--- config.mk ---
export PLATFORM = sky130hd
export DESIGN_NAME = ram_march_bist
export DESIGN_NICKNAME = d
export VERILOG_FILES = /design/src/rtl/ram_march_bist.sv
export SDC_FILE = /design/constraint.sdc
export NUM_CORES = 1
export LEC_CHECK = 0
export ABC_AREA = 1
export ABC_CLOCK_PERIOD_IN_PS = 2400
export BUFFER_PORTS_ARGS = -buffer_cell sky130_fd_sc_hd__buf_2
export CORE_ASPECT_RATIO = 1.2
export CORE_UTILIZATION = 38
export CTS_BUF_LIST = sky130_fd_sc_hd__clkbuf_2
export CTS_CLUSTER_DIAMETER = 150
export DETAILED_ROUTE_END_ITERATION = 7
export SLEW_MARGIN = 15
export SYNTH_ARGS = -nofsm -noshare
export SYNTH_HDL_FRONTEND = slang
export SYNTH_SLANG_ARGS = --single-unit
--- constraint.sdc ---
create_clock -name clk -period 2.4 [get_ports clk]
set_input_delay 0.6 -clock clk [delete_from_list [all_inputs] [get_ports clk]]
set_output_delay 0.6 -clock clk [all_outputs]
set_load 0.02 [all_outputs]
--- src/rtl/ram_march_bist.sv ---
// March C- built-in self-test initiator for one synchronous-read RAM port.
// Runs E0 up(w0), E1 up(r0,w1), E2 up(r1,w0), E3 down(r0,w1),
// E4 down(r1,w0), E5 up(r0) and reports pass plus first-failure details.
// Optional build macro RAM_BIST_NO_ABORT_EN: keep running after a
// miscompare and count every miscompare (saturating at 255) instead of
// aborting on the first one.
module ram_march_bist #(
  parameter int DATA_WIDTH = 8,
  parameter int ADDR_WIDTH = 4
) (
  input  logic                  clk,
  input  logic                  rst,
  input  logic                  start,
  output logic                  busy,
  output logic                  done,
  output logic                  pass,
  output logic [ADDR_WIDTH-1:0] fail_addr,
  output logic [DATA_WIDTH-1:0] fail_exp,
  output logic [DATA_WIDTH-1:0] fail_act,
  output logic [7:0]            fail_count,
  output logic [ADDR_WIDTH-1:0] ram_addr,
  output logic [DATA_WIDTH-1:0] ram_din,
  output logic                  ram_we,
  input  logic [DATA_WIDTH-1:0] ram_dout
);

  typedef enum logic [2:0] {S_IDLE, S_WR, S_RD, S_CMP, S_DONE} state_t;

  state_t                state_q, state_d;
  logic [2:0]            elem_q, elem_d;
  logic [ADDR_WIDTH-1:0] addr_q, addr_d;
  logic                  pass_q, pass_d;
  logic [ADDR_WIDTH-1:0] fail_addr_q, fail_addr_d;
  logic [DATA_WIDTH-1:0] fail_exp_q, fail_exp_d;
  logic [DATA_WIDTH-1:0] fail_act_q, fail_act_d;
  logic [7:0]            fail_count_q, fail_count_d;
  logic                  busy_q, busy_d;
  logic                  done_q, done_d;
  logic [DATA_WIDTH-1:0] ram_din_q, ram_din_d;
  logic                  ram_we_q, ram_we_d;

  logic                  miscmp;
  logic                  abort;
  logic                  down;
  logic                  last_addr;

  // Background read by each element: E2/E4 read ones, the others zeros.
  function automatic logic [DATA_WIDTH-1:0] rd_bg(input logic [2:0] e);
    return (e == 3'd2 || e == 3'd4) ? '1 : '0;
  endfunction

  // Background written by each element: E1/E3 write ones, the others zeros.
  function automatic logic [DATA_WIDTH-1:0] wr_bg(input logic [2:0] e);
    return (e == 3'd1 || e == 3'd3) ? '1 : '0;
  endfunction

  function automatic logic is_down(input logic [2:0] e);
    return (e == 3'd3 || e == 3'd4);
  endfunction

  function automatic logic has_wr(input logic [2:0] e);
    return (e >= 3'd1 && e <= 3'd4);
  endfunction

  // Read data for the address presented in RD is on ram_dout during CMP.
  assign miscmp    = (state_q == S_CMP) && (ram_dout != rd_bg(elem_q));
  assign down      = is_down(elem_q);
  assign last_addr = down ? (addr_q == '0) : (addr_q == '1);

  // Next-state, address walk and failure capture.
  always_comb begin
    state_d      = state_q;
    elem_d       = elem_q;
    addr_d       = addr_q;
    pass_d       = pass_q;
    fail_addr_d  = fail_addr_q;
    fail_exp_d   = fail_exp_q;
    fail_act_d   = fail_act_q;
    fail_count_d = fail_count_q;
    abort        = 1'b0;
    case (state_q)
      S_IDLE: begin
        if (start) begin
          state_d      = S_WR;
          elem_d       = 3'd0;
          addr_d       = '0;
          pass_d       = 1'b0;
          fail_addr_d  = '0;
          fail_exp_d   = '0;
          fail_act_d   = '0;
          fail_count_d = 8'd0;
        end
      end
      S_WR: begin
        if (addr_q == '1) begin
          state_d = S_RD;
          elem_d  = 3'd1;
          addr_d  = '0;
        end else begin
          addr_d = addr_q + 1'b1;
        end
      end
      S_RD: state_d = S_CMP;
      S_CMP: begin
        if (miscmp) begin
`ifdef RAM_BIST_NO_ABORT_EN
          if (fail_count_q == 8'd0) begin
            fail_addr_d = addr_q;
            fail_exp_d  = rd_bg(elem_q);
            fail_act_d  = ram_dout;
          end
          if (fail_count_q != 8'hFF) fail_count_d = fail_count_q + 8'd1;
`else
          fail_addr_d  = addr_q;
          fail_exp_d   = rd_bg(elem_q);
          fail_act_d   = ram_dout;
          fail_count_d = 8'd1;
          abort        = 1'b1;
`endif
        end
        if (abort) begin
          state_d = S_DONE;
        end else if (last_addr) begin
          if (elem_q == 3'd5) begin
            state_d = S_DONE;
          end else begin
            state_d = S_RD;
            elem_d  = elem_q + 3'd1;
            addr_d  = is_down(elem_q + 3'd1) ? '1 : '0;
          end
        end else begin
          state_d = S_RD;
          addr_d  = down ? addr_q - 1'b1 : addr_q + 1'b1;
        end
      end
      S_DONE:  state_d = S_IDLE;
      default: state_d = S_IDLE;
    endcase
    if (state_d == S_DONE && state_q != S_DONE) pass_d = (fail_count_d == 8'd0);
    busy_d    = (state_d == S_WR) || (state_d == S_RD) || (state_d == S_CMP);
    done_d    = (state_d == S_DONE);
    ram_we_d  = (state_d == S_WR) || (state_d == S_CMP && has_wr(elem_d));
    ram_din_d = (state_d == S_CMP) ? wr_bg(elem_d) : '0;
  end

  // State and registered outputs, synchronous reset.
  always_ff @(posedge clk) begin
    if (rst) begin
      state_q      <= S_IDLE;
      elem_q       <= 3'd0;
      addr_q       <= '0;
      pass_q       <= 1'b0;
      fail_addr_q  <= '0;
      fail_exp_q   <= '0;
      fail_act_q   <= '0;
      fail_count_q <= 8'd0;
      busy_q       <= 1'b0;
      done_q       <= 1'b0;
      ram_din_q    <= '0;
      ram_we_q     <= 1'b0;
    end else begin
      state_q      <= state_d;
      elem_q       <= elem_d;
      addr_q       <= addr_d;
      pass_q       <= pass_d;
      fail_addr_q  <= fail_addr_d;
      fail_exp_q   <= fail_exp_d;
      fail_act_q   <= fail_act_d;
      fail_count_q <= fail_count_d;
      busy_q       <= busy_d;
      done_q       <= done_d;
      ram_din_q    <= ram_din_d;
      ram_we_q     <= ram_we_d;
    end
  end

  assign busy       = busy_q;
  assign done       = done_q;
  assign pass       = pass_q;
  assign fail_addr  = fail_addr_q;
  assign fail_exp   = fail_exp_q;
  assign fail_act   = fail_act_q;
  assign fail_count = fail_count_q;
  assign ram_addr   = addr_q;
  assign ram_din    = ram_din_q;

  // The CMP write must be dropped when that same cycle's read miscompares
  // and the run aborts; read data only arrives in CMP, so the gate is late.
`ifdef RAM_BIST_NO_ABORT_EN
  assign ram_we = ram_we_q;
`else
  assign ram_we = ram_we_q & ~miscmp;
`endif

endmodule

Word level (Yosys, flattened, before mapping)

Cells that the tools add are included.

Add/subtract/negate cells: 3
Equal/unequal tests: 22
Bitwise operators: 3
$lt $le $gt $ge: 2
Muxes and demuxes: 38
Reduce and logical (&&, ||, !) cells: 22

Operators by type and width:

| cell                                                                | number |
|---|---|
| 8-bit two-way mux                                                   | 7 |
| 8-bit case mux with 2 select lines                                  | 3 |
| 4-bit two-way mux                                                   | 8 |
| 3-bit two-way mux                                                   | 10 |
| 3-bit by 2-bit == test with 1-bit output (second input constant)    | 8 |
| 3-bit == test (second input constant)                               | 4 |
| 3-bit case mux with 4 select lines                                  | 1 |
| 4-bit case mux with 3 select lines                                  | 1 |
| 3-bit by 1-bit == test with 1-bit output (second input constant)    | 3 |
| 3-bit case mux with 3 select lines                                  | 1 |
| 8-bit logical NOT                                                   | 1 |
| 8-bit != test                                                       | 1 |
| 4-bit case mux with 2 select lines                                  | 1 |
| 1-bit logical OR                                                    | 7 |
| 1-bit two-way mux                                                   | 6 |
| 2-bit != test (second input constant)                               | 3 |
| 3-bit != test (second input constant)                               | 2 |
| 2-bit nonzero test                                                  | 3 |
| 4-bit by 1-bit adder with 4-bit output (second input constant)      | 1 |
| 4-bit == test (second input constant)                               | 1 |
| 1-bit logical AND                                                   | 4 |
| 4-bit logical NOT                                                   | 1 |
| 4-bit AND reduction                                                 | 1 |
| 4-bit by 1-bit subtractor with 4-bit output (second input constant) | 1 |
| other kinds (10)                                                    | 11 |

Register bits: 50
Output and inout port bits: 44
Input bits: 11
Word-level logic and storage cells: 102

Depth between registers and ports, before layout

Gate-level depths: netlist of run 1.

Depth in word-level cells: 13
Mapped depth: 16
Mapped depth without buffers: 16

Worst setup path after synthesis of run 1

No wires, ideal clock.

Path kind: flip-flop to output port
Start: reg elem_q[0]
End: out ram_we
Cell stages (with the launch flop): 10
Arrival time: 1.381 ns
Required time: 1.800 ns
Path buffers: 0
Slack: 0.419 ns
Cell sequence: dfxtp_1 > inv_1 > ha_1 > nor2_8 > nor2_4 > inv_2 > nand2_4 > nand3_4 > nand2_1 > inv_1

Cells in the longest elaborated chain, start to end: 7

RTL lines:

| what                                                                             | RTL line | text |
|---|---|---|
| start, declared                                                                  | 30       | `logic [2:0] elem_q, elem_d;` |
| start signal, assigned                                                           | 163      | `elem_q <= elem_d;` |
| 3-bit by 2-bit == test with 1-bit output / 3-bit == test (equally long branches) | 49       | `return (e == 3'd2 \|\| e == 3'd4) ? '1 : '0;` |
| 1-bit logical OR (*)                                                             | 49       |  |
| 8-bit two-way mux (*)                                                            | 49       |  |
| 8-bit != test (*)                                                                | 66       | `assign miscmp = (state_q == S_CMP) && (ram_dout != rd_bg(elem_q));` |
| 1-bit logical AND (*)                                                            | 66       |  |
| 1-bit inverter (*)                                                               | 192      | `assign ram_we = ram_we_q & ~miscmp;` |
| 1-bit AND (*)                                                                    | 192      |  |
| end, declared                                                                    | 23       | `output logic ram_we,` |

Mark *: on every way between the ends. The rest lies on a longest branch, timed or not.

Final worst setup path of run 1

Start: reg elem_q[1]
End: out ram_we

Same word-level chain as after synthesis.

==> flow_summary.ini, run 1 <==
[logic_synthesis]
synthCells = 295
synth-xor-area-share_pct = 2.08
synth_seq_cells = 36
synth_top_family_by_area = simple AND/OR/NAND/NOR gates
ys_seq_area_share_pct = 34.2
yosys.area_share.simple_pct = 29.9
synth_cell_types = 34
synth_fa_ha_area_share_pct = 4.16
syn_avg_cell_area_um2 = 7.13
synthMuxAreaShare_pct = 0
synth_compound_area_share_pct = 14.9
syn_area_um2 = 2100
syn-num-nets = 313
yosys_warnings = 0

[power]
clock_power_share_pct = 24.1
leakagePower_nw = 1.23
pwr-share-comb_pct = 22.1
p_int_uw = 789
power_density_nw_per_um2 = 498
max-vdd-ir-drop_mv = 0.279
p_sw_uw = 426
swShare_pct = 35.0
p_seq_share_pct = 53.8

[floorplan]
start_util_pct = 39.7
dieArea_um2 = 5840
io-pin-count = 55
die_x_um = 69.9
coreArea_um2 = 5300
die_h_um = 83.5
fp-row-count = 29

[worst_setup_path]
crit_chain = inv_4, ha_4, nor2_8, nor2_4, inv_2, nand2_4, nand3_4, nand2_1, inv_1, buf_4
worst_setup_path_end_kind = output port
crit_arrival_ns = 1.69
crit_type = register to output port
start_kind = register
cp_max_fo = 5
path_buf_inv = 4
required_ns = 1.80
cp_slowest_cell = dfxtp_4
max_stage_delay_ns = 0.40
path_delay_family = simple AND/OR/NAND/NOR gates

[final_layout]
syn2layout_area_growth_pct = 16.0
drive_above_1_share_pct = 30.8
antenna_cells = 0
nets = 361
layoutNonFillerInstCount = 406

[cts]
root_buffer = clkbuf_2
cts_tree = built
cts_buffers = 5
clock_sinks = 36
htree_levels = 2
cts_hold_buffers = 0
worst_skew_pair.late_latency_ns = 0.40
clkTransAtPathRegs_ns = 0.19
cts_buffer_depth = 2

[sta]
fin_crit_sh_pct = 95.6
finClkSkew_ns = 0.0101
max-slew-margin-rel_pct = 68.0
tns_ns = 0
layout_min_cycle_time_ns = 2.29
setup_violations = 0
worst_pin_slew_ns = 0.480
slew_viol_final = 0
rsz0062_at_grt = no
fmax_mhz = 436
whs_ns = 0.444
hold_viol_final = 0

[place]
gp_congestion = 0.839
place_inst = 390
portBuffers = 54
dpl.hpwl_um = 3530

[grt]
track_usage_pct = 16.8
overflow = 0
grt_pass1_vias = 1756
grt_start_max_net_pins = 20
antenna_found_initial = 0
grt_pass1_wl_um = 7860

[flow_run]
maxCapViolCount = 0

[run_status]
run_status = finished, final reports clean

[drt]
ant_nets = 0
drtIter0Drc = 52
wl_per_cell_um = 11.9
routed_wirelength_um = 4850
vias_per_cell = 4.86
vias = 1972
first_pass_iters = 4
drc = 0

[min_path]
hp-class = input port to register
[synth_stat cells, drive strengths merged]
| cell | count | area [um2] |
|---|---|---|
| nand2 | 62 | 260 |
| nor2 | 46 | 229 |
| dfxtp | 36 | 721 |
| inv | 35 | 139 |
| a21oi | 26 | 130 |
| o21ai | 24 | 135 |
| buf | 21 | 158 |
| nand3 | 15 | 97.6 |
| ha | 7 | 87.6 |
| nor3 | 6 | 30.0 |
| clkbuf | 3 | 12.5 |
| o22ai | 3 | 18.8 |
| xor2 | 3 | 26.3 |
| nand4 | 2 | 12.5 |
| o211ai | 2 | 15.0 |
| xnor2 | 2 | 17.5 |
| a21boi | 1 | 7.51 |
| o31ai | 1 | 7.51 |
[kinds of logic after synthesis]
kind of cell | Yosys count
xor+xnor | 5
buf+inv | 59
fa+ha+maj | 7
compound gates | 57
simple gates | 131
flops | 36
[sequential cells by signal, indices dropped and copies added, names as in the netlist]
register	flops
ram_we_q	1
fail_count	8
pass	1
fail_addr	4
busy	1
fail_act	8
fail_exp	1
ram_din	1
done	1
elem_q	3
ram_addr	4
state_q	3
[what timing repair did]
action                                  4_1_cts  5_1_grt
gates resized for setup                       6        6
buffers inserted                              3        5
endpoints found under the setup margin        1        1
pin swaps                                     1        3
endpoints found under the hold margin         0        0
[metrics by stage]
step	instance area, um2	setup slack (ns)	power, mW	util, %
finish	2440	0.105	1.21	46.1
global route	2440	0.00540	1.28	46.1
CTS	2380	0.000690	1.22	45.0
detailed placement	2300	0.233	0.936	43.5
global placement	2300	0.220	0.935	43.5
floorplan	2100	0.419	0.874	-
[power by group through the flow]
| stage | clock network [mW] | registers, mW | logic (mW) |
|---|---|---|---|
| 6_report | 0.293 | 0.653 | 0.268 |
| 5_1_grt | 0.324 | 0.658 | 0.296 |
| 4_1_cts | 0.296 | 0.655 | 0.270 |
| 3_5_place_dp | 0 | 0.667 | 0.269 |
| 3_3_place_gp | 0 | 0.666 | 0.268 |
| 2_1_floorplan | 0 | 0.697 | 0.177 |
[area by class of cell]
cell class	instances	area [um2]
sequential	36	726
multi-input combinational	200	1100
fill	561	2860
inverter	35	144
clock buffer	6	30.0
tap	62	77.6
timing repair buffer	65	355
clock inverter	2	11.3
[worst paths after layout]
| check | end | slack, ns | start | cells past startpoint |
|---|---|---|---|---|
| hold reg to reg | fail_count[4] | 0.48 | fail_count[4] | 2 |
| setup / recovery | ram_we | 0.11 | elem_q[1] | 10 |
| setup reg to reg | ram_we_q | 0.44 | elem_q[0] | 16 |
| hold / removal | fail_act[2] | 0.44 | ram_dout[2] | 3 |
[worst register-to-register path, cell delays in order, from the launching register on]
cell,delay (ns)
dfxtp_2,0.37
buf_4,0.15
ha_1,0.24
inv_1,0.08
nand2_1,0.05
nand2_1,0.16
nand2_2,0.10
nand2_4,0.12
nand2_1,0.07
nand2_1,0.06
nand2_1,0.04
nand3_1,0.08
nand2_1,0.08
nor2_2,0.13
nand2_1,0.06
nand2_1,0.05
nor2_1,0.04
[layout by cell type (no fill, tap or decap)]
cell type | netlist | final
nand2_1 | 57 | 57
nor3_1 | 6 | 6
dfxtp_2 | 0 | 1
o21ai_1 | 3 | 3
xor2_1 | 3 | 3
inv_2 | 5 | 5
buf_4 | 14 | 12
clkbuf_2 | 1 | 6
nand2_4 | 3 | 3
a21boi_1 | 1 | 1
clkinv_1 | 0 | 1
dfxtp_4 | 0 | 1
nand4_1 | 2 | 2
inv_1 | 28 | 26
a21oi_1 | 26 | 26
o21ai_0 | 17 | 17
nand3_1 | 12 | 12
nand3_4 | 1 | 2
dfxtp_1 | 36 | 34
nor2_1 | 37 | 37
inv_4 | 1 | 3
nor2_8 | 1 | 1
ha_4 | 0 | 1
nand3_2 | 2 | 1
clkinvlp_4 | 0 | 1
o22ai_1 | 3 | 3
o21ai_2 | 4 | 4
o211ai_1 | 2 | 2
xnor2_1 | 2 | 2
buf_2 | 3 | 53
ha_2 | 0 | 1
nor2_2 | 4 | 4
ha_1 | 7 | 5
inv_6 | 1 | 1
nor2_4 | 4 | 4
nand2_2 | 2 | 2
o31ai_1 | 1 | 1
[layer usage]
layer  track usage (%)  part of all wire (%)  vias to the layer above
met5                 0                     0                        -
met4              7.09                   1.7                        0
met3              3.74                   4.0                        7
met2              28.4                    49                       41
met1              20.3                    45                      902
li1                  -                     -                     1022
Note: power is estimated with default switching activity, not from simulation.
==> run 2: changes to the inputs <==
==> constraint.sdc (replaced) <==
create_clock -name clk -period 2.4 [get_ports clk]
set_input_delay 0 -clock clk [delete_from_list [all_inputs] [get_ports clk]]
set_output_delay 0 -clock clk [all_outputs]
set_load 0.02 [all_outputs]
==> flow_summary.ini, run 2 (same netlist as run 1, synthesis figures left out) <==
[min_path]
min-delay-start = ram_dout[0]
hp-class = input port to register

[power]
leakagePower_nw = 1.23
p_sw_uw = 432
p_seq_share_pct = 52.8
p_int_uw = 801
clock_power_share_pct = 23.9
max-vdd-ir-drop_mv = 0.272
pwr-share-comb_pct = 23.3
swShare_pct = 35.0
power_density_nw_per_um2 = 505

[cts]
clock_sinks = 36
cts_buffer_depth = 2
cts_buffers = 5
ctsResizeCount = 0
cts_tree = built
root_buffer = clkbuf_2
clkTransAtPathRegs_ns = 0.21
htree_levels = 2
worst_skew_pair.late_latency_ns = 0.39

[final_layout]
design_area_um2 = 2440
syn2layout_area_growth_pct = 16.0
final_cell_mix = nand2_1, buf_2, nor2_1
nets = 362
drive_above_1_share_pct = 26.7
layout_commonest_cell = nand2_1
layoutNonFillerInstCount = 407
antenna_cells = 0

[sta]
fmax_mhz = 467
tns_ns = 0
slew_viol_final = 0
rsz0062_at_grt = no
layout_setup_ws_ns = 0.261
finClkSkew_ns = 0.00921
worst_pin_slew_ns = 0.494
fin_crit_sh_pct = 89.1
max-slew-margin-rel_pct = 67.0
layout_min_cycle_time_ns = 2.14
setup_violations = 0
hold_viol_final = 0

[worst_setup_path]
crit_arrival_ns = 2.43
start_kind = register
crit_start = elem_q[0]
r2r-start = elem_q[0]
crit_type = register to register
cp_max_fo = 19
worst_setup_path_end_kind = register
required_ns = 2.69

[place]
dp_slack_ns = 0.270
gp_congestion = 0.934
place_inst = 389
dpl.hpwl_um = 3470
placed_area_um2 = 2300
portBuffers = 54

[grt]
overflow = 0
antenna_found_initial = 0
grt_pass1_wl_um = 8200
track_usage_pct = 17.4
grt_pass1_vias = 1810
grt_start_max_net_pins = 20

[drt]
drtIter0Drc = 55
wl_per_cell_um = 12.0
vias = 1982
ant_nets = 0
drc = 0
first_pass_iters = 4
routed_wirelength_um = 4880
vias_per_cell = 4.87

[floorplan]
start_util_pct = 39.7
die_h_um = 83.5
io-pin-count = 55
dieArea_um2 = 5840
coreArea_um2 = 5300
fp-row-count = 29
die_x_um = 69.9

[run_status]
run_status = finished, final reports clean

[flow_run]
maxCapViolCount = 0
run 2: changes by cell type in the layout (fill, tap and decap cells not counted), sizes merged:
cell,previous run,this run
dlygate4sd3,0,10
buf,65,56
clkinv,1,3
clkbuf,6,5
clkinvlp,1,0
run 2: per-stage QoR:
stage          hold slack (ns)  utilization [%]  power [mW]
2_1_floorplan            0.138                -       0.874
4_1_cts                  0.356             46.1        1.25
3_5_place_dp             0.263             43.4       0.938
6_report                 0.388             46.1        1.23
3_3_place_gp             0.258             43.4       0.939
5_1_grt                  0.384             46.1        1.30
run 2: final cells by class:
cell class	count	area (um2)
Tap cell	62	77.6
Timing Repair Buffer	66	385
Clock inverter	3	18.8
Sequential cell	36	721
Fill cell	528	2860
Inverter	35	139
Multi-Input combinational cell	200	1070
Clock buffer	5	25.0
run 2: power groups by stage:
stage	sequential, mW	clock, mW	combinational, mW
floorplan	0.697	0	0.177
global placement	0.664	0	0.275
detailed placement	0.663	0	0.275
CTS	0.651	0.308	0.288
global route	0.656	0.332	0.317
finish	0.651	0.294	0.287
run 2: layer usage:
metal  track usage, %  share of wire (%)  vias up
met5                0                  0        -
met4             7.27                2.4        0
met3             3.50                5.3       10
met2             29.3                 48       72
met1             21.4                 44      879
li1                 -                  -     1021
run 2: worst paths after layout:
check | cells past startpoint | end | slack [ns]
worst max-delay path | 13 | pass | 0.26
worst min-delay path | 4 | fail_act[0] | 0.39
worst max register to register | 13 | pass | 0.26
worst min register to register | 2 | fail_count[3] | 0.48
run 2: what timing repair did:
action	CTS	global route
hold buffers	10	0
buffers inserted	0	0
hold endpoints to repair	18	0
run 2: worst max-delay path, cell delays in order, from the launching register on:
cell	delay [ns]
dfxtp_1	0.40
inv_1	0.16
ha_1	0.30
nor2_8	0.07
nor2_4	0.13
nand3_2	0.14
nand3_4	0.18
nand2_4	0.15
inv_4	0.21
o21ai_2	0.08
nand2_1	0.07
inv_1	0.04
nand3_1	0.05
a21oi_1	0.06
==> run 3: changes to the inputs <==
--- a/config.mk
+++ b/config.mk
@@ -13,6 +13,7 @@
 export CTS_BUF_LIST = sky130_fd_sc_hd__clkbuf_2
 export CTS_CLUSTER_DIAMETER = 150
 export DETAILED_ROUTE_END_ITERATION = 7
+export PLACE_DENSITY = 0.63
 export SLEW_MARGIN = 15
 export SYNTH_ARGS = -nofsm -noshare
 export SYNTH_HDL_FRONTEND = slang
==> flow_summary.ini, run 3 (same netlist as run 1, synthesis figures left out) <==
[place]
gp_congestion = 0.939
portBuffers = 54
place_inst = 389
dpl.hpwl_um = 3480
placed_area_um2 = 2300
dp_slack_ns = 0.303

[cts]
cts_buffers = 5
clock_sinks = 36
post_cts_buffers = 0
ctsResizeCount = 0
root_buffer = clkbuf_2
cts_hold_buffers = 10
cts_tree = built
clkTransAtPathRegs_ns = 0.20
worst_skew_pair.late_latency_ns = 0.40
cts_buffer_depth = 2
htree_levels = 2

[drt]
vias_per_cell = 4.82
wl_per_cell_um = 11.7
drtIter0Drc = 52
drc = 0
ant_nets = 0
first_pass_iters = 4
vias = 1963
routed_wirelength_um = 4750

[final_layout]
syn2layout_area_growth_pct = 15.9
layout_commonest_cell = nand2_1
seqCellArea_um2 = 721
fillers = 523
antenna_cells = 0
final_util_pct = 46.1
final_cell_mix = nand2_1, buf_2, nor2_1
layoutNonFillerInstCount = 407
design_area_um2 = 2440
multi_input_comb_area_um2 = 1070
drive_above_1_share_pct = 26.4
nets = 362

[grt]
antenna_found_initial = 0
grt_pass1_vias = 1867
grt_start_max_net_pins = 20
overflow = 0
track_usage_pct = 17.0
grt_pass1_wl_um = 8110

[sta]
slew_viol_final = 0
hold_viol_final = 0
tns_ns = 0
max-slew-margin-rel_pct = 66.1
setup_violations = 0
worst_pin_slew_ns = 0.508
layout_setup_ws_ns = 0.276
finClkSkew_ns = 0.0154
whs_ns = 0.385
fin_crit_sh_pct = 88.5
layout_min_cycle_time_ns = 2.12
fmax_mhz = 471
rsz0062_at_grt = no

[flow_run]
maxCapViolCount = 0

[worst_setup_path]
start_kind = register
required_ns = 2.73
max_stage_delay_ns = 0.46
crit_arrival_ns = 2.46
cp_common_cell = inv_1
cp_slowest_cell = dfxtp_1
crit_type = register to register
cp_max_fo = 19
worst_setup_path_end_kind = register
crit_chain = inv_1, ha_1, nor2_8, nor2_4, nand3_2, nand3_4, nand2_4, inv_4, o21ai_2, nand2_1, inv_1, nand3_1, a21oi_1

[floorplan]
die_h_um = 83.5
die_x_um = 69.9
coreArea_um2 = 5300
io-pin-count = 55
fp-row-count = 29
dieArea_um2 = 5840
start_util_pct = 39.7

[power]
power.total_mw = 1.23
leakagePower_nw = 1.23
max-vdd-ir-drop_mv = 0.376
power_density_nw_per_um2 = 506

[min_path]
hp-class = input port to register

[run_status]
run_status = finished, final reports clean
## run 3: final timing paths
check / start / endpoint / slack, ns / cells after the start
setup / recovery: elem_q[0] / pass / 0.28 / 13
hold / removal: ram_dout[3] / fail_act[3] / 0.38 / 4
setup reg to reg: elem_q[0] / pass / 0.28 / 13
hold reg to reg: fail_count[4] / fail_count[4] / 0.48 / 2
## run 3: routing by layer
metal | part of all wire (%) | vias up | global-route usage [%]
li1 | - | 1023 | -
met1 | 44 | 868 | 19.7
met2 | 49 | 65 | 29.8
met3 | 5.6 | 7 | 3.86
met4 | 1.6 | 0 | 7.09
met5 | 0 | - | 0
## run 3: where the power goes
group	leakage (nW)	total, mW	internal [mW]	switching [mW]
clock network	0.0308	0.296	0.0711	0.225
logic	0.901	0.285	0.0989	0.186
registers	0.294	0.653	0.631	0.0220
total	1.23	1.23	0.801	0.434
## run 3: layout make-up
| type | instances | area share [%] |
|---|---|---|
| inverter | 35 | 5.69 |
| clock buffer | 5 | 1.03 |
| multi-input combinational | 200 | 44.1 |
| tap | 62 | 3.18 |
| sequential | 36 | 29.5 |
| timing repair buffer | 66 | 15.8 |
| clock inverter | 3 | 0.718 |
## run 3: worst max-delay path, delay by kind of cell, from the launching register on
family / cells / cell delay, ns
AO/OA/AOI/OAI: 2 / 0.19
adder cells (fa/ha/maj): 1 / 0.29
buffers and inverters: 3 / 0.30
flip-flops: 1 / 0.46
AND/OR/NAND/NOR: 7 / 0.82
